File: src/rtl/nmr_pulse_pkg.sv
// Shared FSM encoding and helpers for the NMR burst square-wave generator.
package nmr_pulse_pkg;

  typedef enum logic [1:0] {
    ST_IDLE = 2'd0,
    ST_HIGH = 2'd1,
    ST_LOW  = 2'd2
  } state_t;

  // Widest length word the clamp helper handles; callers zero-extend into it.
  localparam int MAX_CNT_WIDTH = 64;

  // A zero-length phase still emits one beat.
  function automatic logic [MAX_CNT_WIDTH-1:0] clamp_len(input logic [MAX_CNT_WIDTH-1:0] x);
    return (x == '0) ? MAX_CNT_WIDTH'(1) : x;
  endfunction

endpackage

File: src/rtl/pulse_phase_counter.sv
// Loadable down-counter for one high/low phase; o_last flags the final beat.
module pulse_phase_counter #(
  parameter int CNT_WIDTH = 32
) (
  input  logic                 aclk,
  input  logic                 aresetn,
  input  logic                 i_load,
  input  logic [CNT_WIDTH-1:0] i_value,
  input  logic                 i_en,
  output logic                 o_last
);

  logic [CNT_WIDTH-1:0] r_count;

  // NOTE: state is written with <= so every register samples pre-edge values.
  always_ff @(posedge aclk) begin
    if (!aresetn) begin
      r_count <= '0;
    end else if (i_load) begin
      r_count <= i_value;
    end else if (i_en) begin
      r_count <= r_count - CNT_WIDTH'(1);
    end
  end

  assign o_last = (r_count == CNT_WIDTH'(1));

endmodule

File: src/rtl/nmr_pulse_generator.sv
// Burst square-wave generator driving one DAC channel over AXI-Stream.
// State, counters and tdata advance only on accepted beats.
module nmr_pulse_generator
  import nmr_pulse_pkg::*;
#(
  parameter int AXIS_DATA_WIDTH_OUT = 14,
  parameter int CNT_WIDTH           = 32
) (
  input  logic                           aclk,
  input  logic                           aresetn,
  input  logic [CNT_WIDTH-1:0]           cfg_high_len,
  input  logic [CNT_WIDTH-1:0]           cfg_low_len,
  input  logic [CNT_WIDTH-1:0]           cfg_num_cycles,
  input  logic [AXIS_DATA_WIDTH_OUT-1:0] cfg_level_high,
  input  logic [AXIS_DATA_WIDTH_OUT-1:0] cfg_level_low,
  input  logic [AXIS_DATA_WIDTH_OUT-1:0] cfg_level_idle,
  input  logic                           start,
  input  logic                           stop,
  output logic                           busy,
  output logic                           done,
  input  logic                           m_axis_tready,
  output logic [AXIS_DATA_WIDTH_OUT-1:0] m_axis_tdata,
  output logic                           m_axis_tvalid
);

  state_t                         r_state, w_state_nxt;
  logic                           r_start_pend, r_stop_pend, r_busy, r_done, r_tvalid;
  logic [AXIS_DATA_WIDTH_OUT-1:0] r_tdata, w_data_nxt;
  logic [CNT_WIDTH-1:0]           r_cycles;
  logic [CNT_WIDTH-1:0]           r_high_len, r_low_len, r_num_cycles;
  logic [AXIS_DATA_WIDTH_OUT-1:0] r_lvl_high, r_lvl_low, r_lvl_idle;

  logic                           w_beat, w_start_acc, w_stop_acc, w_finite, w_last;
  logic                           w_phase_load, w_phase_en, w_cyc_load, w_cyc_dec, w_end;
  logic [CNT_WIDTH-1:0]           w_phase_val, w_high_len_c, w_low_len_c;

  assign w_beat       = r_tvalid & m_axis_tready;
  // Stop beats a simultaneous start; neither start nor stop acts on the wrong busy state.
  assign w_start_acc  = start & ~stop & ~r_busy;
  assign w_stop_acc   = stop & r_busy;
  assign w_finite     = (r_num_cycles != '0);
  assign w_high_len_c = CNT_WIDTH'(clamp_len(MAX_CNT_WIDTH'(r_high_len)));
  assign w_low_len_c  = CNT_WIDTH'(clamp_len(MAX_CNT_WIDTH'(r_low_len)));

  pulse_phase_counter #(
    .CNT_WIDTH(CNT_WIDTH)
  ) u_phase_cnt (
    .aclk    (aclk),
    .aresetn (aresetn),
    .i_load  (w_phase_load),
    .i_value (w_phase_val),
    .i_en    (w_phase_en),
    .o_last  (w_last)
  );

  // NOTE: every always_comb output is defaulted first so no path infers a latch.
  always_comb begin
    w_state_nxt  = r_state;
    w_phase_load = 1'b0;
    w_phase_val  = w_high_len_c;
    w_phase_en   = 1'b0;
    w_cyc_load   = 1'b0;
    w_cyc_dec    = 1'b0;
    w_end        = 1'b0;

    if (w_beat) begin
      if (r_stop_pend) begin
        w_state_nxt = ST_IDLE;
        w_end       = 1'b1;
      end else begin
        case (r_state)
          ST_IDLE: begin
            if (r_start_pend) begin
              w_state_nxt  = ST_HIGH;
              w_phase_load = 1'b1;
              w_cyc_load   = 1'b1;
            end
          end
          ST_HIGH: begin
            if (w_last) begin
              w_state_nxt  = ST_LOW;
              w_phase_load = 1'b1;
              w_phase_val  = w_low_len_c;
            end else begin
              w_phase_en = 1'b1;
            end
          end
          ST_LOW: begin
            if (w_last) begin
              w_cyc_dec = w_finite;
              if (w_finite && (r_cycles == CNT_WIDTH'(1))) begin
                w_state_nxt = ST_IDLE;
                w_end       = 1'b1;
              end else begin
                w_state_nxt  = ST_HIGH;
                w_phase_load = 1'b1;
              end
            end else begin
              w_phase_en = 1'b1;
            end
          end
          default: w_state_nxt = ST_IDLE;
        endcase
      end
    end

    // tdata is the level of the state being entered; the burst's own idle code is used on exit.
    case (w_state_nxt)
      ST_HIGH: w_data_nxt = r_lvl_high;
      ST_LOW:  w_data_nxt = r_lvl_low;
      default: w_data_nxt = r_busy ? r_lvl_idle : cfg_level_idle;
    endcase
  end

  always_ff @(posedge aclk) begin
    if (!aresetn) begin
      r_state      <= ST_IDLE;
      r_start_pend <= 1'b0;
      r_stop_pend  <= 1'b0;
      r_busy       <= 1'b0;
      r_done       <= 1'b0;
      r_tvalid     <= 1'b0;
      r_tdata      <= '0;
      r_cycles     <= '0;
      r_high_len   <= '0;
      r_low_len    <= '0;
      r_num_cycles <= '0;
      r_lvl_high   <= '0;
      r_lvl_low    <= '0;
      r_lvl_idle   <= '0;
    end else begin
      r_state  <= w_state_nxt;
      r_done   <= w_end;
      r_tvalid <= 1'b1;
      if (!r_tvalid || m_axis_tready) r_tdata <= w_data_nxt;

      if (w_end)            r_busy <= 1'b0;
      else if (w_start_acc) r_busy <= 1'b1;

      if (w_end || w_cyc_load) r_start_pend <= 1'b0;
      else if (w_start_acc)    r_start_pend <= 1'b1;

      if (w_end)           r_stop_pend <= 1'b0;
      else if (w_stop_acc) r_stop_pend <= 1'b1;

      if (w_cyc_load)     r_cycles <= r_num_cycles;
      else if (w_cyc_dec) r_cycles <= r_cycles - CNT_WIDTH'(1);

      if (w_start_acc) begin
        r_high_len   <= cfg_high_len;
        r_low_len    <= cfg_low_len;
        r_num_cycles <= cfg_num_cycles;
        r_lvl_high   <= cfg_level_high;
        r_lvl_low    <= cfg_level_low;
        r_lvl_idle   <= cfg_level_idle;
      end
    end
  end

  assign busy          = r_busy;
  assign done          = r_done;
  assign m_axis_tvalid = r_tvalid;
  assign m_axis_tdata  = r_tdata;

endmodule

File: config.mk
export PLATFORM = sky130hd
export DESIGN_NAME = nmr_pulse_generator
export DESIGN_NICKNAME = d
export VERILOG_FILES = /design/src/rtl/nmr_pulse_pkg.sv /design/src/rtl/pulse_phase_counter.sv /design/src/rtl/nmr_pulse_generator.sv
export SDC_FILE = /design/constraint.sdc
export NUM_CORES = 1
export LEC_CHECK = 0
export ABC_AREA = 1
export BUFFER_PORTS_ARGS = -buffer_cell sky130_fd_sc_hd__buf_2
export CAP_MARGIN = 20
export CORE_ASPECT_RATIO = 1.75
export CORE_MARGIN = 2
export CORE_UTILIZATION = 28
export CTS_CLUSTER_SIZE = 10
export DETAILED_ROUTE_END_ITERATION = 12
export REMOVE_ABC_BUFFERS = 1
export SKIP_LAST_GASP = 1
export SLEW_MARGIN = 20
export SYNTH_ARGS = -nofsm -noshare
export SYNTH_HDL_FRONTEND = slang
export SYNTH_SLANG_ARGS = --single-unit
File: constraint.sdc
create_clock -name aclk -period 4.5 [get_ports aclk]
set_input_delay 0.675 -clock aclk [delete_from_list [all_inputs] [get_ports aclk]]
set_output_delay 0.675 -clock aclk [all_outputs]
set_load 0.01 [all_outputs]
Word-level counts from Yosys, hierarchy flattened

Cells that the tools add are included.

Bits in registers: 223
Output and inout port bits: 17

Add/subtract/negate cells: 2
Equality and inequality tests: 6
Mux-type cells: 43
Bitwise gates (word level): 7
Reductions and logical operators: 13

Operators with widths:

| cell                  | number |
|---|---|
| $mux 32               | 10 |
| $eq 32x1->1 const B   | 2 |
| $logic_not 32->1      | 2 |
| $sub 32x1->32 const B | 2 |
| $reduce_bool 32->1    | 1 |
| $pmux 14 s2           | 1 |
| $mux 1                | 24 |
| $mux 14               | 1 |
| $mux 2                | 5 |
| $pmux 2 s3            | 1 |
| $reduce_or 2->1       | 3 |
| $and 1x1->1           | 4 |
| $eq 2x1->1 const B    | 2 |
| $eq 2x2->1 const B    | 2 |
| $reduce_bool 2->1     | 2 |
| $not 1->1             | 3 |
| $pmux 1 s3            | 1 |
| $logic_not 2->1       | 1 |
| $logic_or 1x1->1      | 2 |
| $logic_and 1x1->1     | 1 |
| $logic_not 1->1       | 1 |

Logic depth before layout (Yosys ltp)

Gate-level depths: netlist of the first run.

Depth in word-level cells: 9
Gate-level depth with buffers: 20

By module

A second synthesis of the first run with hierarchy kept.

Cell total of the unflattened synthesis: 1644
Area, all modules: 11289.6 um^2

Modules (own cells, without submodules):

| module              | instances | cells an instance | area each (um^2) |
|---|---|---|---|
| nmr_pulse_generator | 1         | 1290              | 8952.3 |
| pulse_phase_counter | 1         | 354               | 2337.2 |

Worst setup path after synthesis of the first run

No wires, ideal clock.

Kind: input-to-reg
Start point: input m_axis_tready
End point: register r_tdata[10] (netlist: m_axis_tdata[10])
Setup time: 0.074 ns
Data arrival time: 2.555 ns
Required time: 4.426 ns
Setup slack: 1.871 ns
Stages: 13
Path buffers: 1
Cells stage by stage: nand2_1 nor2_4 inv_2 nor2_2 nand2_1 nand2_1 inv_1 ha_1 clkinv_1 clkbuf_1 a21oi_1 o21ai_0 a31oi_1

Word-level cells in the longest chain between the ends: 4
Elaborated cells on any way between the ends: 6
Those cells by class: 2 x eq/ne; 2 x mux; 1 x bitwise; 1 x reduce/logical

Ends and longest elaborated chain:

| what                                     | line                       | text |
|---|---|---|
| from (decl)                              | nmr_pulse_generator.sv:21  | `input logic m_axis_tready,` |
| $and 1x1->1 *                            | nmr_pulse_generator.sv:37  | `assign w_beat = r_tvalid & m_axis_tready;` |
| $mux 2 *                                 | nmr_pulse_generator.sv:66  | `if (w_beat) begin` |
| net w_state_nxt[0]                       | nmr_pulse_generator.sv:26  | `state_t r_state, w_state_nxt;` |
| $eq 2x2->1 or $eq 2x1->1 (tied branches) | nmr_pulse_generator.sv:108 | `case (w_state_nxt)` |
| $pmux 14 s2 *                            | nmr_pulse_generator.sv:108 |  |
| to (signal assigned)                     | nmr_pulse_generator.sv:135 | `if (!r_tvalid \|\| m_axis_tready) r_tdata <= w_data_nxt;` |
| to (decl)                                | nmr_pulse_generator.sv:28  | `logic [AXIS_DATA_WIDTH_OUT-1:0] r_tdata, w_data_nxt;` |

The timed path passes the listed nets; every way through them passes the cells marked *.
A chain may end at the register's enable or synchronous reset.

Final worst setup path of the first run

Start point: register r_state[1]
End point: register r_tdata[7] (netlist: m_axis_tdata[7])

Word-level cells in the longest chain between the ends: 6
Elaborated cells on any way between the ends: 12
Those cells by class: 4 x eq/ne; 7 x mux; 1 x reduce/logical

Ends and longest elaborated chain:

| what                                     | line                       | text |
|---|---|---|
| from (decl)                              | nmr_pulse_generator.sv:26  |  |
| from (signal assigned)                   | nmr_pulse_generator.sv:132 | `r_state <= w_state_nxt;` |
| $eq 2x2->1 (tied with other cells)       | nmr_pulse_generator.sv:71  | `case (r_state)` |
| $pmux 2 s3 *                             | nmr_pulse_generator.sv:71  |  |
| $mux 2 *                                 | nmr_pulse_generator.sv:67  | `if (r_stop_pend) begin` |
| $mux 2 *                                 | nmr_pulse_generator.sv:66  |  |
| net w_state_nxt[0]                       | nmr_pulse_generator.sv:26  |  |
| $eq 2x2->1 or $eq 2x1->1 (tied branches) | nmr_pulse_generator.sv:108 |  |
| $pmux 14 s2 *                            | nmr_pulse_generator.sv:108 |  |

Marks and branches as above.

==> run metrics, run 1 <==
cts bufs inserted=26; clk_skew=0.0162 ns; Port Buffers=159; Core Region=40600 um^2; crit-path cells=inv_1 > ha_1 > o21ai_0 > nand2_1 > o21ai_0 > nand2_1 > nand2_1 > nand2_1 > inv_1 > ha_1 > clkinv_1 > a21oi_1 > o21ai_0 > a31oi_1; first-pass GRT wire length=53.9 mm; Slowest Stage Delay on Critical Path=0.59 ns; Setup violations, final=0; Cells after Synth=1724; share of the synthesized area in the top cell type=0.390; Die Ht=271 um; worst-path fanout max=26; Worst Tran Pin Value=1.10 ns; Final Util=0.329; met2 wire length=18.6 mm; mux share of post-synthesis cell area=0; synth top area cells=dfxtp_1 39%, nand2_1 11%, o21ai_0 9.8%, a21oi_1 8.9%, inv_1 7.1%; Placer Congestion=0.906; Final Hold Viols=0; cts hold-fix bufs=0; Power Total=5.00 mW; vias per inst=4.71; total gr overflow=0; H-Tree Depth=1; maximum clock frequency=314 MHz; Max stage delay cell, worst path=clkinv_1; Reg clk slew, reported paths=0.06 ns; count leader, synth=nand2_1; uppermost layer routed=met4; adder-cell area share of the yosys netlist=0.0109; Worst Path Required=4.96 ns; Final WS setup=1.31 ns; DRT met1 WL=12.7 mm; max-slew violations=0; vias in the first global route=10867; row count=98; Longest Clk Path Bufs=3; die extent in x=157 um; Final period util=0.709; Max-Cap Viols=0; Initial Utilization=0.282; fraction of layout cells with a size suffix above 1=0.128; cell area after synthesis=11400 um^2; # fillers=4425; Final TNS setup=0 ns; met3 WL=1.23 mm; fin nets=1985; drc violations=0; critical path's most frequent cell=nand2_1; TritonCTS clock tree=done; Routed wire per std cell=14.2 um; total number of vias=11263; Synth Area in Simple Gates=0.249; largest family of logic cells by synthesized area=simple AND/OR/NAND/NOR gates; Slew headroom=0.264; ys flop type=dfxtp_1; cell taking the most area after synthesis=dfxtp_1; leakage power=5.90 nW; area added between synthesis and finish=16.8%; die area=42600 um^2; Total GRT Usage=0.156; TritonRoute pass-1 iters=5; complex-gate fraction of the synthesized area=0.207; Cell variety after synth=34; clk sinks=223; setup bufs post-CTS=0; R2R setup slack=1.31 ns; post-synthesis sequential area ratio=0.390; Routed Antenna Nets=0; largest net degree at the start of global routing=209; min Tclk post-route=3.19 ns; VDD IR max=0.238 mV; Hold Path Class=in2reg; Post-Route WL=34.1 mm; WP data arrival=3.65 ns; Synth warnings=0; post-cts resize count=0; Synth Area in XOR/XNOR=0.0352; RSZ-0062 raised after global routing=false; Clock Latency Late Sink=0.55 ns; 1st-iter DRT viols=668; Crit Path Class=reg2reg; mean area per synthesized cell=6.64 um^2; Post-synth EDFFs=0; DPL Wire Length=24.7 mm; # IOs=160; Pwr Density=374 nW/um^2; post-synthesis register bit count=223; crit path launch type=flip-flop; Commonest cells post-synth=337 x nand2_1, 225 x o21ai_0, 223 x dfxtp_1, 217 x inv_1, 203 x a21oi_1; Crit. End Element=flip-flop; Async SR Flop Fraction=0; Setup WS pre-CTS=0.937 ns; initial antenna violation count=7; Root Driver=clkbuf_16; outcome=finished clean
[where the power goes]
| part | switching (mW) | internal (mW) | leakage (nW) |
|---|---|---|---|
| Combinational | 0.613 | 0.348 | 3.73 |
| Clock | 0.803 | 1.06 | 0.345 |
| Sequential | 0.0761 | 2.10 | 1.83 |
| Total | 1.49 | 3.51 | 5.90 |
[final timing paths]
path | startpoint | to | cells after the start
setup / recovery | r_state[1]$_SDFF_PN0_ | m_axis_tdata[7]$_SDFFE_PN0P_ | 14
hold / removal | stop | r_stop_pend$_SDFFE_PP0P_ | 3
setup reg to reg | r_state[1]$_SDFF_PN0_ | m_axis_tdata[7]$_SDFFE_PN0P_ | 14
hold reg to reg | r_lvl_idle[12]$_SDFFE_PN0P_ | r_lvl_idle[12]$_SDFFE_PN0P_ | 2
[cells in the final DEF, fill, tap and decap left out, types with 3 or more instances in the layout]
cell type / n
a21oi_1: 203
a31oi_1: 14
buf_2: 158
buf_4: 7
clkbuf_1: 3
clkbuf_16: 26
dfxtp_1: 223
diode_2: 6
ha_1: 10
inv_1: 217
inv_2: 9
nand2_1: 337
nand2_2: 7
nand3_1: 71
nand3_2: 3
nand3b_1: 4
nand4_1: 34
nor2_1: 173
nor2_2: 6
nor2_4: 8
nor3_1: 19
o21ai_0: 225
o21ai_1: 3
o22ai_1: 14
xnor2_1: 17
xor2_1: 29
[kinds of logic (layout without fill, tap and decap cells)]
group / count (synthesis) / count (layout)
flip-flops: 223 / 223
AO/OA/AOI/OAI: 464 / 464
buffers and inverters: 314 / 426
adder cells (fa/ha/maj): 10 / 10
other: 0 / 6
XOR/XNOR: 46 / 46
AND/OR/NAND/NOR: 667 / 667
[flip-flops by register name, indices dropped and copies added (netlist names)]
name / cells
m_axis_tvalid: 1
r_lvl_idle: 14
u_phase_cnt.r_count: 32
r_num_cycles: 32
r_stop_pend: 1
r_low_len: 32
done: 1
r_high_len: 32
r_lvl_low: 14
r_cycles: 32
m_axis_tdata: 14
r_state: 2
r_start_pend: 1
r_lvl_high: 14
busy: 1
[through the flow]
stage               hold WS [ns]  instances  instance area [um^2]
floorplan                  0.429       1637                 11100
global placement           0.439       2354                 12600
detailed placement         0.446       2354                 12600
CTS                        0.376       2386                 13300
global route               0.398       2392                 13400
finish                     0.400       2392                 13400
[layout make-up]
cell class / instances / area [um^2] / area share
tap: 550 / 688 / 0.0515
clock inverter: 1 / 16.3 / 0.00122
timing repair buffer: 167 / 883 / 0.0661
clock buffer: 31 / 689 / 0.0516
sequential: 223 / 4460 / 0.334
inverter: 227 / 852 / 0.0638
multi-input combinational: 1187 / 5750 / 0.431
antenna: 6 / 15.0 / 0.00112
[routing by layer]
| metal | track usage | vias to the layer above |
|---|---|---|
| met3 | 0.0180 | 82 |
| met4 | 0.0734 | 0 |
| met1 | 0.162 | 5154 |
| li1 | - | 5787 |
| met5 | 0 | - |
| met2 | 0.303 | 240 |
[critical path, delay by kind of cell, from the launching register on]
family                     cells  cell delay, ns
DFF                            1            0.35
AOI/OAI and AO/OA              5            0.94
buffers and inverters          3            0.74
and+or+nand+nor                4            0.32
adders and majority gates      2            0.75
Note: power is estimated with default switching activity, not from simulation.
==> run 2, diff against run 1 <==
==> constraint.sdc (replaced) <==
create_clock -name aclk -period 3.05 [get_ports aclk]
set_input_delay 0.4575 -clock aclk [delete_from_list [all_inputs] [get_ports aclk]]
set_output_delay 0.4575 -clock aclk [all_outputs]
set_load 0.01 [all_outputs]
==> run metrics, run 2 (synthesized netlist as in run 1, its figures left out) <==
setup bufs post-CTS=0; WP buf/inv=3; Root Driver=clkbuf_16; Core Region=40600 um^2; min Tclk post-route=2.63 ns; total gr overflow=0; Largest delay share family, worst path=simple AND/OR/NAND/NOR gates; fin nets=1995; Clock Latency Late Sink=0.54 ns; WP data arrival=3.09 ns; Final TNS setup=0 ns; Initial Utilization=0.282; Placed Area=12700 um^2; first-pass GRT wire length=55.0 mm; Routed Antenna Nets=0; Max stage delay cell, worst path=dfxtp_1; critical path's most frequent cell=nand2_1; H-Tree Depth=1; Post-Route WL=34.7 mm; 1st-iter DRT viols=576; Port Buffers=159; Hold Path Class=in2reg; Max-Cap Viols=0; area added between synthesis and finish=17.5%; Placer Congestion=0.899; row count=98; Final period util=0.864; max-slew violations=0; Total GRT Usage=0.160; Slowest Stage Delay on Critical Path=0.34 ns; vias in the first global route=10997; initial antenna violation count=6; fraction of layout cells with a size suffix above 1=0.134; vias per inst=4.67; crit-path cells=nor2_1 > nand2_2 > inv_2 > nand2_2 > nor2_4 > nand2_2 > o21ai_0 > o21ai_0 > nand2_1 > nand2_1 > nand2_1 > nand2_1 > ha_1 > clkinv_1 > buf_4 > a21oi_1 > o21ai_0 > a31oi_1; Worst Tran Pin Value=0.814 ns; Slew headroom=0.456; Crit Path Class=reg2reg; final instance area=13500 um^2; worst-path fanout max=27; largest net degree at the start of global routing=141; Final Hold Viols=0; Pwr Density=547 nW/um^2; clk_skew=0.0135 ns; clk sinks=223; Setup violations, final=0; total number of vias=11217; Reg clk slew, reported paths=0.06 ns; TritonRoute pass-1 iters=5; most frequent cells in the layout=337 x nand2_1, 225 x o21ai_0, 223 x dfxtp_1; maximum clock frequency=380 MHz; Crit. End Element=flip-flop; cts bufs inserted=26; Routed wire per std cell=14.4 um; Power Total=7.36 mW; RSZ-0062 raised after global routing=false; crit path launch type=flip-flop; Worst Path Required=3.50 ns; outcome=finished clean; # IOs=160; Longest Clk Path Bufs=3; leading cell type in the layout, fill and taps excluded=nand2_1; drc violations=0; Final Util=0.331; TritonCTS clock tree=done; DPL Wire Length=25.5 mm; die area=42600 um^2; leakage power=5.96 nW; VDD IR max=0.382 mV; Die Ht=271 um; die extent in x=157 um
==> run 2: worst paths after layout <==
check,start,endpoint,slack (ns),cells past startpoint
worst max register to register,u_phase_cnt.r_count[8]$_SDFFE_PN0P_,m_axis_tdata[8]$_SDFFE_PN0P_,0.42,18
worst min register to register,r_lvl_low[5]$_SDFFE_PN0P_,r_lvl_low[5]$_SDFFE_PN0P_,0.45,2
worst max-delay path,u_phase_cnt.r_count[8]$_SDFFE_PN0P_,m_axis_tdata[8]$_SDFFE_PN0P_,0.42,18
worst min-delay path,cfg_high_len[23],r_high_len[23]$_SDFFE_PN0P_,0.20,3
==> run 2: cell type report <==
class | instances | area [um^2]
Multi-Input combinational cell | 1187 | 5760
Timing Repair Buffer | 177 | 983
Inverter | 227 | 852
Fill cell | 4516 | 27100
Tap cell | 550 | 688
Sequential cell | 223 | 4460
Clock inverter | 2 | 21.3
Clock buffer | 29 | 672
Antenna cell | 6 | 15.0
==> run 2: per-stage QoR <==
stage	hold WS, ns	worst slack [ns]	std cells
6_report	0.198	0.416	2401
3_5_place_dp	0.443	0.409	2364
5_1_grt	0.195	0.00666	2401
3_3_place_gp	0.438	0.478	2364
4_1_cts	0.172	0.383	2395
2_1_floorplan	0.429	-3.00	1637
==> run 2: power by group <==
group / switching (mW) / total [mW] / leakage [nW] / internal (mW)
Combinational: 0.917 / 1.44 / 3.79 / 0.521
Clock: 1.18 / 2.71 / 0.341 / 1.54
Sequential: 0.111 / 3.21 / 1.83 / 3.10
Total: 2.20 / 7.36 / 5.96 / 5.15
==> run 2: tightest hold or removal path, stage by stage <==
cell and delay (ns):
buf_2 0.07, o21ai_0 0.07, a21oi_1 0.10
==> run 2: what timing repair did <==
action / in CTS / in global routing
setup endpoints to repair: 0 / 7
gates resized for setup: 0 / 1
hold buffers: 0 / 0
==> run 2: per-layer routing <==
layer	vias up	track usage	wire length (um)
met3	73	0.0169	1070
met1	5121	0.166	13100
met2	214	0.311	19000
met4	0	0.0780	1480
met5	-	0	0
li1	5809	-	-
